File: src/rtl/rheed_result_packer.sv
// rtl/rheed_result_packer.sv - buffers one CNN result set and emits it as a framed 256-bit stream packet
// Optional header timestamp: define RHEED_PACKER_TIMESTAMP_EN.
module rheed_result_packer #(
  parameter int          NUM_CROPS = 5,
  parameter int          RES_W     = 160,
  parameter logic [31:0] MAGIC     = 32'h52484545
) (
  input  logic                       clk,
  input  logic                       reset,
  input  logic                       s_tvalid,
  output logic                       s_tready,
  input  logic [NUM_CROPS*RES_W-1:0] s_tdata,
  output logic                       m_axis_tvalid,
  input  logic                       m_axis_tready,
  output logic [255:0]               m_axis_tdata,
  output logic                       m_axis_tlast,
  output logic                       busy,
  output logic [31:0]                frame_cnt
);

  typedef enum logic [1:0] {IDLE, HDR, CROP} state_t;

  localparam logic [7:0] LAST_K = 8'(NUM_CROPS - 1);

  state_t                     r_state;
  logic [7:0]                 r_k;
  logic [NUM_CROPS*RES_W-1:0] r_buf;
  logic [255:0]               r_tdata;
  logic                       r_tvalid;
  logic                       r_tlast;
  logic                       r_busy;
  logic [31:0]                r_frame_cnt;
  logic [63:0]                w_ts;
  logic [255:0]               w_hdr;
  logic [7:0]                 w_k_next;

`ifdef RHEED_PACKER_TIMESTAMP_EN
  logic [63:0] r_ts;

  always_ff @(posedge clk or posedge reset) begin
    if (reset) r_ts <= '0;
    else       r_ts <= r_ts + 64'd1;
  end

  assign w_ts = r_ts;
`else
  assign w_ts = '0;
`endif

  function automatic logic [255:0] crop_word(input logic [NUM_CROPS*RES_W-1:0] data_i,
                                             input logic [7:0] idx);
    logic [255:0] w;
    w               = '0;
    w[RES_W-1:0]    = data_i[int'(idx)*RES_W +: RES_W];
    w[RES_W +: 8]   = idx;
    return w;
  endfunction

  always_comb begin
    w_hdr          = '0;
    w_hdr[31:0]    = MAGIC;
    w_hdr[63:32]   = r_frame_cnt;
    w_hdr[71:64]   = 8'(NUM_CROPS);
    w_hdr[191:128] = w_ts;
  end

  assign w_k_next = r_k + 8'd1;

  always_ff @(posedge clk or posedge reset) begin
    if (reset) begin
      r_state     <= IDLE;
      r_k         <= '0;
      r_buf       <= '0;
      r_tdata     <= '0;
      r_tvalid    <= 1'b0;
      r_tlast     <= 1'b0;
      r_busy      <= 1'b0;
      r_frame_cnt <= '0;
    end else begin
      case (r_state)
        IDLE: begin
          if (s_tvalid) begin
            r_buf       <= s_tdata;
            r_tdata     <= w_hdr;
            r_tvalid    <= 1'b1;
            r_tlast     <= 1'b0;
            r_busy      <= 1'b1;
            r_frame_cnt <= r_frame_cnt + 32'd1;
            r_state     <= HDR;
          end
        end
        HDR: begin
          if (m_axis_tready) begin
            r_k     <= '0;
            r_tdata <= crop_word(r_buf, 8'd0);
            r_tlast <= (LAST_K == 8'd0);
            r_state <= CROP;
          end
        end
        CROP: begin
          if (m_axis_tready) begin
            if (r_k == LAST_K) begin
              r_tdata  <= '0;
              r_tvalid <= 1'b0;
              r_tlast  <= 1'b0;
              r_busy   <= 1'b0;
              r_state  <= IDLE;
            end else begin
              r_k     <= w_k_next;
              r_tdata <= crop_word(r_buf, w_k_next);
              r_tlast <= (w_k_next == LAST_K);
            end
          end
        end
        default: r_state <= IDLE;
      endcase
    end
  end

  // Only s_tready is decoded from state so a set can be accepted in the first IDLE cycle.
  assign s_tready      = (r_state == IDLE);
  assign m_axis_tvalid = r_tvalid;
  assign m_axis_tdata  = r_tdata;
  assign m_axis_tlast  = r_tlast;
  assign busy          = r_busy;
  assign frame_cnt     = r_frame_cnt;

endmodule

File: config.mk
export PLATFORM = sky130hd
export DESIGN_NAME = rheed_result_packer
export DESIGN_NICKNAME = d
export VERILOG_FILES = /design/src/rtl/rheed_result_packer.sv
export SDC_FILE = /design/constraint.sdc
export NUM_CORES = 2
export LEC_CHECK = 0
export ABC_AREA = 0
export ABC_CLOCK_PERIOD_IN_PS = 95200
export BUFFER_PORTS_ARGS = -buffer_cell sky130_fd_sc_hd__buf_4
export CAP_MARGIN = 10
export CORE_AREA = 5 5 421 423
export CTS_CLUSTER_SIZE = 28
export DETAILED_ROUTE_END_ITERATION = 10
export DIE_AREA = 0 0 426 428
export HOLD_SLACK_MARGIN = 0.05
export SYNTH_ARGS = -nofsm -noshare
export SYNTH_HDL_FRONTEND = slang
export SYNTH_SLANG_ARGS = --single-unit
File: constraint.sdc
create_clock -name clk -period 95.2 [get_ports clk]
set_input_delay 19.04 -clock clk [delete_from_list [all_inputs] [get_ports clk]]
set_output_delay 19.04 -clock clk [all_outputs]
set_load 0.005 [all_outputs]
==> run summary <==
======================================================================================================
Run status                                                                                complete, no violations
Half-perimeter wire length of the detailed placement result                                     140 mm
Final std cell area, no fill                                                              59,300 sq um
Slew of the pin with the lowest slew margin                                                    1.38 ns
Post-synthesis cell type count                                                                      54
Final-layout setup total negative slack                                                           0 ns
Post-synthesis sequential area ratio                                                             0.549
Final setup vio count                                                                                0
Number of nets in the layout                                                                     6,706
Max-cap violations                                                                                   0
Class of the worst hold path                                                                reg -> reg
Port Buffer Count                                                                                1,007
Largest cells by area after synthesis                                                     dfrtp_1, nand2_1, mux4_2, mux2i_1, clkbuf_1
Post-synthesis cell type with the largest combined area                                        dfrtp_1
Number of DRC violations after detailed-routing iteration 0                                      4,152
Fraction of synthesized cell area taken by the top area cell type                                0.549
Number of hold-slack violations in the final timing report                                           0
CTS buffer count                                                                                   115
Cts hold-fix bufs                                                                                    0
Antenna Violating Nets Remaining                                                                     0
Worst Path Arrival                                                                            23.37 ns
Global route overflow                                                                                0
Core outline area                                                                         173,000 sq um
Mapped Avg Cell Area                                                                        9.09 sq um
CTS root buffer                                                                              clkbuf_16
Number of search-and-repair iterations in the first detailed-routing pass                            7
Clk sink count                                                                                   1,012
First-pass GRT wire length                                                                      290 mm
Post-route clock period utilization                                                              0.239
Cell area after placement                                                                 55,200 sq um
Netlist area before placement                                                             46,100 sq um
Number of gates resized after CTS                                                                    0
Worst setup SP type                                                                       primary input
Final critical path time including I/O delays and setup                                       22.72 ns
Ports                                                                                            1,096
Type of the worst setup path                                                                 in -> reg
Max Clk Rate                                                                                  44.0 MHz
Top FF cell, synth                                                                             dfrtp_1
Final count of pins violating max slew                                                               0
Avg Vias per Cell                                                                                 4.88
Routed via count                                                                                40,840
Slew headroom                                                                                   0.0801
Leakage Power                                                                                  29.9 nW
Number of levels in the clock H-tree                                                                 3
Proportion of synthesized flip-flops having asynchronous set or reset                             1.00
Overall die height                                                                         428 microns
Synthesis warning total                                                                              0
RSZ-0062 raised after global routing                                                             false
Maximum buffer depth of the clock tree                                                               3
Worst VDD drop                                                                             0.0000289 V
Power density normalized to cell area                                                     34.8 nW/um^2
Worst setup EP type                                                                           register
Post-CTS Setup Inserts                                                                               0
Initial Utilization                                                                              0.267
Clock transition at the register clock pins on the worst setup and hold paths after CTS        0.06 ns
Final Skew                                                                                   0.0597 ns
Critical path required time                                                                   95.85 ns
Initial antenna violation count                                                                     56
Yosys reg bits                                                                                   1,012
Commonest cells after routing, fill and taps aside                                        nand2_1, buf_4, dfrtp_1
Routed wire length per instance                                                           24.1 microns
Number of rows created at floorplan                                                                153
Drt total wl                                                                                    202 mm
Most common cell after layout, fill and taps aside                                             nand2_1
Area of the die                                                                           182,000 sq um
Max FO, Critical Path                                                                              209
Die X-Extent                                                                               426 microns
Remaining DRCs                                                                                       0
Fraction of layout instances using a drive strength above 1                                      0.233
Global-route usage over all layers                                                               0.214
Routability cong.                                                                                0.916
Count of flip-flops with a built-in enable after synthesis                                           0
Pin count of the biggest net entering global routing                                               210
CTS tree                                                                                           yes
Clock Latency Late Sink                                                                        0.76 ns
Number of global-route vias before repair                                                       40,513
Synthesized instance count                                                                       5,077
Synth-to-Final Area Change                                                                       28.6%
======================================================================================================
## synth_stat cells (2+ instances only)
master,instances
o31ai_1,3
a211oi_1,32
ha_1,8
a31oi_1,2
and2_1,3
and3_1,5
nor4_1,2
buf_4,107
buf_6,10
nand3_1,14
and4_1,51
o31a_1,2
nand4_1,8
nor2_1,168
a41o_1,2
o21ai_1,12
mux2i_1,90
xor2_1,15
o311ai_1,45
nor3_4,2
o22ai_1,117
mux4_2,115
a21oi_1,173
buf_2,78
nand2_1,2430
o21ai_0,5
xnor2_1,21
inv_2,3
clkbuf_1,236
inv_1,14
a22oi_1,115
nor3_1,135
nand2b_1,3
dfrtp_1,1012
buf_1,20
## routing by layer
metal | track usage | up-vias | part of all wire
li1 | - | 18245 | -
met1 | 0.283 | 20552 | 0.42
met2 | 0.342 | 1712 | 0.48
met3 | 0.0396 | 325 | 0.068
met4 | 0.0942 | 6 | 0.039
met5 | 0 | - | 0.00016
## metrics by stage
| step | hold slack (ns) | util | total power [mW] | cells | worst slack, ns |
|---|---|---|---|---|---|
| after floorplan | 0.438 | - | 1.27 | 5164 | 47.68 |
| after global placement | 0.452 | 0.319 | 1.58 | 8102 | 71.88 |
| after detailed placement | 0.455 | 0.319 | 1.60 | 8102 | 71.82 |
| after CTS | 0.470 | 0.342 | 2.08 | 8317 | 72.61 |
| after global routing | 0.483 | 0.343 | 2.20 | 8356 | 72.09 |
| final | 0.465 | 0.343 | 2.06 | 8364 | 72.48 |
## area by class of cell
| type | instances | area, sq um |
|---|---|---|
| fill | 17932 | 114000 |
| sequential | 1012 | 25300 |
| multi-input combinational | 3684 | 18900 |
| timing repair buffer | 1064 | 8050 |
| clock buffer | 168 | 3410 |
| tap | 2325 | 2910 |
| clock inverter | 47 | 566 |
| antenna | 47 | 118 |
| inverter | 17 | 71.3 |
## critical path, cell delays in order
cell and delay [ns]:
buf_4 0.16, nand2_4 0.51, buf_12 0.57, buf_4 0.75
buf_4 0.78, buf_4 0.80, nand2_1 0.12, nand2_1 0.09
## state kept, by name, summed over array words and instances (netlist names)
name,cells
r_state,2
r_buf,800
m_axis_tdata,168
r_k,8
busy,1
frame_cnt,32
m_axis_tlast,1
## report_power, final
group / switching [mW] / leakage [nW] / total, mW / internal, mW
sequential: 0.145 / 12.5 / 0.776 / 0.630
combinational: 0.493 / 15.4 / 0.822 / 0.329
clock: 0.196 / 1.96 / 0.464 / 0.268
total: 0.834 / 29.9 / 2.06 / 1.23
## final timing paths
kind	slack [ns]	end	cells after the start	from
worst max-delay path	72.48	r_buf[328]	8	s_tvalid
worst min-delay path	0.46	r_buf[674]	2	r_buf[674]
worst max register to register	89.83	m_axis_tdata[44]	9	r_k[0]
worst min register to register	0.46	r_buf[674]	2	r_buf[674]
max in group asynchronous	72.80	r_buf[369]	6	reset
min in group asynchronous	18.40	r_buf[569]	2	reset
## cells by family after synthesis
| family | synth area share |
|---|---|
| flops | 0.549 |
| simple gates | 0.243 |
| compound gates | 0.0718 |
| fa+ha+maj | 0.00217 |
| buf+inv | 0.0505 |
| mux | 0.0757 |
| other cells | 0.0000813 |
| xor+xnor | 0.00778 |
Note: power is estimated with default switching activity, not from simulation.
